$ cat config.mk
export PLATFORM = sky130hd
export DESIGN_NAME = dram_arbiter
export DESIGN_NICKNAME = d
export VERILOG_FILES = /design/src/rtl/dram_arbiter.sv
export SDC_FILE = /design/constraint.sdc
export NUM_CORES = 1
export LEC_CHECK = 0
export BUFFER_PORTS_ARGS = -buffer_cell sky130_fd_sc_hd__buf_2
export CAP_MARGIN = 20
export CORE_AREA = 3 3 84 86
export CTS_CLUSTER_DIAMETER = 30
export DETAILED_ROUTE_END_ITERATION = 10
export DIE_AREA = 0 0 87 89
export HOLD_SLACK_MARGIN = 0.06
export PLACE_DENSITY = 0.85
export SYNTH_ARGS = -nofsm -noshare
export SYNTH_HDL_FRONTEND = slang
export SYNTH_SLANG_ARGS = --single-unit
export TNS_END_PERCENT = 50
$ cat constraint.sdc
create_clock -name clk -period 2.25 [get_ports clk]
set_input_delay 0.1125 -clock clk [delete_from_list [all_inputs] [get_ports clk]]
set_output_delay 0.1125 -clock clk [all_outputs]
set_load 0.02 [all_outputs]
$ cat src/rtl/dram_arbiter.sv
// Two-port round-robin arbiter in front of the single-port Data_RAM, with burst hold.
// Grant and RAM drive are combinational; the response is registered one cycle later.
module dram_arbiter #(
  parameter int ADDR_W    = 16,
  parameter int DATA_W    = 32,
  parameter int MAX_BURST = 4
) (
  input  logic                clk,
  input  logic                rst,
  input  logic [1:0]          req_valid,
  output logic [1:0]          req_ready,
  input  logic [1:0]          req_we,
  input  logic [2*ADDR_W-1:0] req_addr,
  input  logic [2*DATA_W-1:0] req_wdata,
  output logic [1:0]          rsp_valid,
  output logic [DATA_W-1:0]   rsp_rdata,
  output logic [ADDR_W-1:0]   ram_a,
  output logic [DATA_W-1:0]   ram_d,
  output logic                ram_we,
  input  logic [DATA_W-1:0]   ram_spo
);

  localparam int CNT_W = $clog2(MAX_BURST + 1);
  localparam logic [CNT_W-1:0] MAX_CNT = CNT_W'(MAX_BURST);
  localparam logic [CNT_W-1:0] ONE_CNT = CNT_W'(1);

  typedef enum logic [1:0] {IDLE, OWN0, OWN1} state_t;

  state_t           state, state_nxt;
  logic [CNT_W-1:0] burst_cnt, burst_cnt_nxt;
  logic             rr_ptr, rr_ptr_nxt;
  logic             gnt_vld;
  logic             gnt_port;
  logic [1:0]       rsp_valid_q;

  // Nothing is granted while in reset, so stray inputs cannot write the RAM.
  always_comb begin
    gnt_vld  = 1'b0;
    gnt_port = 1'b0;
    if (!rst) begin
      case (req_valid)
        2'b01: begin
          gnt_vld  = 1'b1;
          gnt_port = 1'b0;
        end
        2'b10: begin
          gnt_vld  = 1'b1;
          gnt_port = 1'b1;
        end
        2'b11: begin
          gnt_vld = 1'b1;
          case (state)
            OWN0:    gnt_port = (burst_cnt < MAX_CNT) ? 1'b0 : 1'b1;
            OWN1:    gnt_port = (burst_cnt < MAX_CNT) ? 1'b1 : 1'b0;
            default: gnt_port = rr_ptr;
          endcase
        end
        default: ;
      endcase
    end
  end

  always_ff @(posedge clk) begin
    if (rst) begin
      state     <= IDLE;
      burst_cnt <= '0;
      rr_ptr    <= 1'b0;
    end else begin
      state     <= state_nxt;
      burst_cnt <= burst_cnt_nxt;
      rr_ptr    <= rr_ptr_nxt;
    end
  end

  always_comb begin
    state_nxt     = state;
    burst_cnt_nxt = burst_cnt;
    rr_ptr_nxt    = rr_ptr;
    if (!gnt_vld) begin
      state_nxt     = IDLE;
      burst_cnt_nxt = '0;
    end else if ((gnt_port == 1'b0 && state == OWN0) || (gnt_port == 1'b1 && state == OWN1)) begin
      burst_cnt_nxt = (burst_cnt == MAX_CNT) ? burst_cnt : burst_cnt + ONE_CNT;
    end else begin
      state_nxt     = gnt_port ? OWN1 : OWN0;
      burst_cnt_nxt = ONE_CNT;
      rr_ptr_nxt    = ~gnt_port;
    end
  end

  always_comb begin
    req_ready = 2'b00;
    ram_a     = '0;
    ram_d     = '0;
    ram_we    = 1'b0;
    if (gnt_vld) begin
      req_ready[gnt_port] = 1'b1;
      ram_a  = gnt_port ? req_addr[2*ADDR_W-1:ADDR_W]  : req_addr[ADDR_W-1:0];
      ram_d  = gnt_port ? req_wdata[2*DATA_W-1:DATA_W] : req_wdata[DATA_W-1:0];
      ram_we = req_we[gnt_port];
    end
  end

  always_ff @(posedge clk) begin
    if (rst) begin
      rsp_valid_q <= 2'b00;
      rsp_rdata   <= '0;
    end else begin
      rsp_valid_q <= gnt_vld ? (gnt_port ? 2'b10 : 2'b01) : 2'b00;
      if (gnt_vld) begin
        rsp_rdata <= ram_we ? '0 : ram_spo;
      end
    end
  end

  // A response still pending when reset arrives is dropped, not presented.
  assign rsp_valid = rsp_valid_q & {2{~rst}};

endmodule

; ---- Word-level counts from Yosys, hierarchy flattened
; Index checks and enable logic that the tools add are counted.
; Widths: inputs -> output; s select.
[totals]
regBits = 40
input_bits = 134
out_inout_bits = 85
wordCells = 51
[op_classes]
addsub = 1
order_cmp = 3
eq_ne = 7
n_mux = 21
n_bitwise = 5
n_reduce_logical = 8
[op_table]
columns = operator, n
row1 = $mux 32, 3
row2 = $mux 16, 2
row3 = $mux 1, 11
row4 = $eq 2x2->1 const B, 3
row5 = $reduce_or 3->1, 2
row6 = $eq 2x1->1 const B, 2
row7 = $mux 2, 2
row8 = $not 1->1, 4
row9 = $pmux 1 s2, 2
row10 = $add 3x1->3 const B, 1
row11 = $eq 3x3->1 const B, 1
row12 = $logic_and 1x1->1, 3
row13 = $lt 3x3->1 const B, 1
row14 = $and 2x2->2, 1
row15 = $lt 1x2->1 const B, 1
row16 = $ne 2x2->1 const B, 1
row17 = $reduce_and 2->1, 1
row18 = $reduce_or 2->1, 1
row19 = $demux 1 s1, 1
row20 = $ge 1x1->1 const B, 1
row21 = $logic_or 1x1->1, 1

; ---- Depth between registers and ports, before layout
[depth]
word_depth = 10
mapped_depth = 8
depth_no_buf = 6

; ---- Worst setup path before layout
; No wires, ideal clock.
[synth_timing]
path_kind = reg2out
start = register state[0]
end = output port ram_a[0]
t_arrival_ns = 1.914
required_ns = 2.138
slack_ns = 0.224
path_stages_with_launch = 8
n_path_buf = 2
cell_sequence = dfxtp_1 -> inv_1 -> ha_1 -> clkbuf_1 -> inv_1 -> a311oi_2 -> buf_2 -> a22o_1
[synth_via]
elab_chain_cells = 6
word_cells_on_any_way = 7
classes_between = 2 x eq/ne / 5 x mux
[synth_lines]
columns = item, line_no
row1 = "start, declared", 29  ; state_t state, state_nxt;
row2 = "start signal, assigned", 69  ; state <= state_nxt;
row3 = $eq 2x2->1 / $eq 2x1->1 (equally long branches), 52  ; case (state)
row4 = $pmux 1 s2 (*), 52
row5 = $pmux 1 s2 (*), 41  ; case (req_valid)
row6 = $mux 1 (*), 40  ; if (!rst) begin
row7 = $mux 16 (*), 98  ; ram_a = gnt_port ? req_addr[2*ADDR_W-1:ADDR_W] : req_addr[ADDR_W-1:0];
row8 = $mux 16 (*), 96  ; if (gnt_vld) begin
row9 = "end, declared", 17  ; output logic [ADDR_W-1:0] ram_a,
; Mark *: on every way between the ends. The rest lies on a longest branch, timed or not.

; ---- Worst setup path after layout
[layout_timing]
start = register state[1]
end = output port ram_d[9]
[layout_via]
elab_chain_cells = 6
word_cells_on_any_way = 7
classes_between = 2 x eq/ne / 5 x mux
[layout_lines]
columns = item, line_no
row1 = $eq 2x2->1 / $eq 2x1->1 (equally long branches), 52
row2 = $pmux 1 s2 (*), 52
row3 = $pmux 1 s2 (*), 41
row4 = $mux 1 (*), 40
row5 = $mux 32 (*), 99  ; ram_d = gnt_port ? req_wdata[2*DATA_W-1:DATA_W] : req_wdata[DATA_W-1:0];
row6 = $mux 32 (*), 96
row7 = "end, declared", 18  ; output logic [DATA_W-1:0] ram_d,
; Marks and branches as above.

==> impl_metrics.tcl <==
set metrics [dict create \
    clkSinkCount 40 \
    status "finished with violations" \
    synthTopCellsByCount "a22o_1, dfxtp_1, a22o_2" \
    grt_util_met1_pct 27.0 \
    p_leak_nw 2.25 \
    drt-total-wl_um 10400 \
    num_rows 29 \
    die_w_um 87 \
    busiest_layer "met2" \
    crit_path_end_kind "output pin" \
    post-route-period-util_pct 104 \
    worstMarginPinSlew_ns 0.526 \
    hpwlAfterDp_um 6550 \
    grt_pass1_vias 2877 \
    cellPowerDensity_nw_per_um2 490 \
    cts_tree "built" \
    fin_nets 607 \
    fin_cells 547 \
    final_layout_size_suffix_gt1_share_pct 65.7 \
    grt_pass1_wl_um 14200 \
    clk_transition_reported_paths_ns 0.08 \
    p_int_mw 1.46 \
    crit_start "state[1]$_SDFFE_PP0N_" \
    min_period_ns 2.34 \
    yosysWarnings 0 \
    portBuffers 218 \
    yosysMostFrequentCell "a22o_1" \
    grt-ovfl-total 0 \
    dp_cells 487 \
    comb_power_share_pct 42.3 \
    finalSetupViolCount 49 \
    ant_nets 0 \
    switching_share_pct 32.7 \
    synth_top_area_share_pct 38.4 \
    postSynth.asyncResetShare_pct 0 \
    reg2reg_depth 6 \
    wl_per_cell_um 19.1 \
    r2r_start "state[1]$_SDFFE_PP0N_" \
    drtIter0Drc 127 \
    syn-cell-area_um2 2080 \
    antenna_found_initial 0 \
    clockBufferDepth 2 \
    grt_max_degree 21 \
    drcViolationCount 0 \
    avgSynthCellArea_um2 10.4 \
    yosys_register_bits 40 \
    ys_top_cells_by_area "dfxtp_1, a22o_1, a22o_2" \
    vias 2916 \
    worstHoldPathType "in -> reg" \
    synth_edf_count 0 \
    finalHoldViolations 0 \
    crit_arrival_ns 2.22 \
    place_ws_ns -0.140 \
    clock-root-buffer "clkbuf_8" \
    timing.fmax_ghz 0.428 \
    initial_core_util_pct 32.8 \
    gp_congestion 0.934 \
    synth_top_area_cell "dfxtp_1" \
    critPathRequiredTime_ns 2.14 \
    crit_type "reg -> out" \
    final.setup.worst_slack_ns -0.0851 \
    r2r_slack_ns 0.12 \
    htree_levels 2 \
    switching_power_mw 0.706 \
    yosysUniqueCellTypes 35 \
    die_y_um 89 \
    die_area_um2 7740 \
    cp_max_fo 8 \
    pin_count 219 \
    via_per_inst 5.33 \
    seqPwrFrac_pct 36.0 \
    grt_use_met2_pct 42.0 \
    worstReg2RegEnd "rsp_rdata[19]$_SDFFE_PP0P_" \
    crit_end "ram_d[9]" \
    clk_latency_ns 0.29 \
    fillers 471 \
    peakVddDrop_mv 0.423 \
    syn_nets 339 \
    clkPwrFrac_pct 21.7 \
    syn_inst 201 \
    rsz0062_at_grt "true" \
    maxCapViolations 0 \
    synth-seq-area-share_pct 38.4 \
    met3_usage_pct 7.65 \
    syn_to_final_growth_pct 112 \
    numCtsBuffers 5 \
    antenna_cells 0 \
    track_usage_pct 23.4 \
    crit_path_start_kind "register" \
    drtPass1Iterations 4 \
    fin_skew_ns 0.00447 \
    core_area_um2 6350 \
    relSlewSlack_pct 65.0 \
    synth-main-ff-cell "dfxtp_1" \
    slew_viol_final 0 \
    violations "negative setup slack" \
]
routing by layer:
layer / vias up / part of all wire [%]
li1: 1340 / -
met3: 20 / 10
met5: - / 0
met2: 170 / 52
met4: 0 / 2.2
met1: 1386 / 36
stage by stage:
stage	utilization (%)	power [mW]	hold slack (ns)	area, µm²	TNS, ns
floorplan	-	1.16	0.245	2080	0
global placement	51.7	1.43	0.333	3290	-2.24
detailed placement	51.7	1.44	0.336	3290	-4.14
CTS	63.7	2.06	0.0723	4050	-3.64
global route	69.4	2.27	0.0644	4410	-5.86
finish	69.4	2.16	0.0828	4410	-2.79
repair_timing:
item | in CTS | in global routing
resized for setup | 44 | 77
setup endpoints to repair | 83 | 51
pin swaps | 10 | 42
hold buffers | 31 | 0
buffers inserted | 4 | 8
hold endpoints to repair | 31 | 0
gates cloned | 7 | 3
worst max-delay path, cell delays in order (launching register included):
cell and delay (ns):
dfxtp_4 0.37, inv_2 0.03, ha_2 0.17, mux2_4 0.30, o311a_4 0.38, buf_12 0.15
clkbuf_16 0.16, a22o_1 0.23, buf_6 0.14
sequential cells by signal (all words and copies together), names as in the netlist:
register,flops
rsp_rdata,32
burst_cnt,3
rr_ptr,1
state,2
rsp_valid_q,2
area by class of cell:
class | instances | area (µm²) | area share [%]
Timing Repair Buffer | 280 | 2140 | 48.6
Multi-Input combinational cell | 132 | 1240 | 28.1
Sequential cell | 40 | 806 | 18.3
Tap cell | 77 | 96.3 | 2.19
Clock buffer | 5 | 68.8 | 1.56
Inverter | 10 | 37.5 | 0.852
Clock inverter | 3 | 18.8 | 0.426
worst min path at each step:
stage,start,endpoint,depth (start not counted)
final,ram_spo[19],rsp_rdata[19]$_SDFFE_PP0P_,2
after global routing,ram_spo[19],rsp_rdata[19]$_SDFFE_PP0P_,2
after CTS,ram_spo[19],rsp_rdata[19]$_SDFFE_PP0P_,2
after detailed placement,ram_spo[2],rsp_rdata[2]$_SDFFE_PP0P_,2
after global placement,ram_spo[15],rsp_rdata[15]$_SDFFE_PP0P_,2
after floorplan,ram_spo[14],rsp_rdata[14]$_SDFFE_PP0P_,1
placed cells by master, fill, tap and decap left out, types with 2 or more instances in the layout:
cell type,count
dlygate4sd3_1,31
a22o_2,31
buf_16,4
clkbuf_8,5
inv_1,7
nor3_1,4
ha_1,2
buf_12,5
a22o_4,3
dfxtp_1,38
buf_4,15
clkbuf_16,2
inv_2,3
nand2_1,4
buf_6,49
clkinv_2,2
a21o_1,2
o21ai_0,3
a22o_1,47
nand3b_1,2
a31oi_4,2
buf_2,172
nand2b_1,2
nor2_1,3
nor2b_1,4
logic make-up after synthesis:
kind of cell / share of synthesized area (%)
multiplexers: 1.20
adder cells (fa/ha/maj): 2.40
buffers and inverters: 7.03
AO/OA/AOI/OAI: 44.1
flip-flops: 38.4
AND/OR/NAND/NOR: 6.43
XOR/XNOR: 0.420
power groups by stage:
stage | sequential [mW] | combinational, mW | clock, mW
floorplan | 0.834 | 0.325 | 0
global placement | 0.792 | 0.635 | 0
detailed placement | 0.792 | 0.644 | 0
CTS | 0.778 | 0.795 | 0.484
global route | 0.783 | 0.970 | 0.515
finish | 0.779 | 0.914 | 0.469
Note: power is estimated with default switching activity, not from simulation.
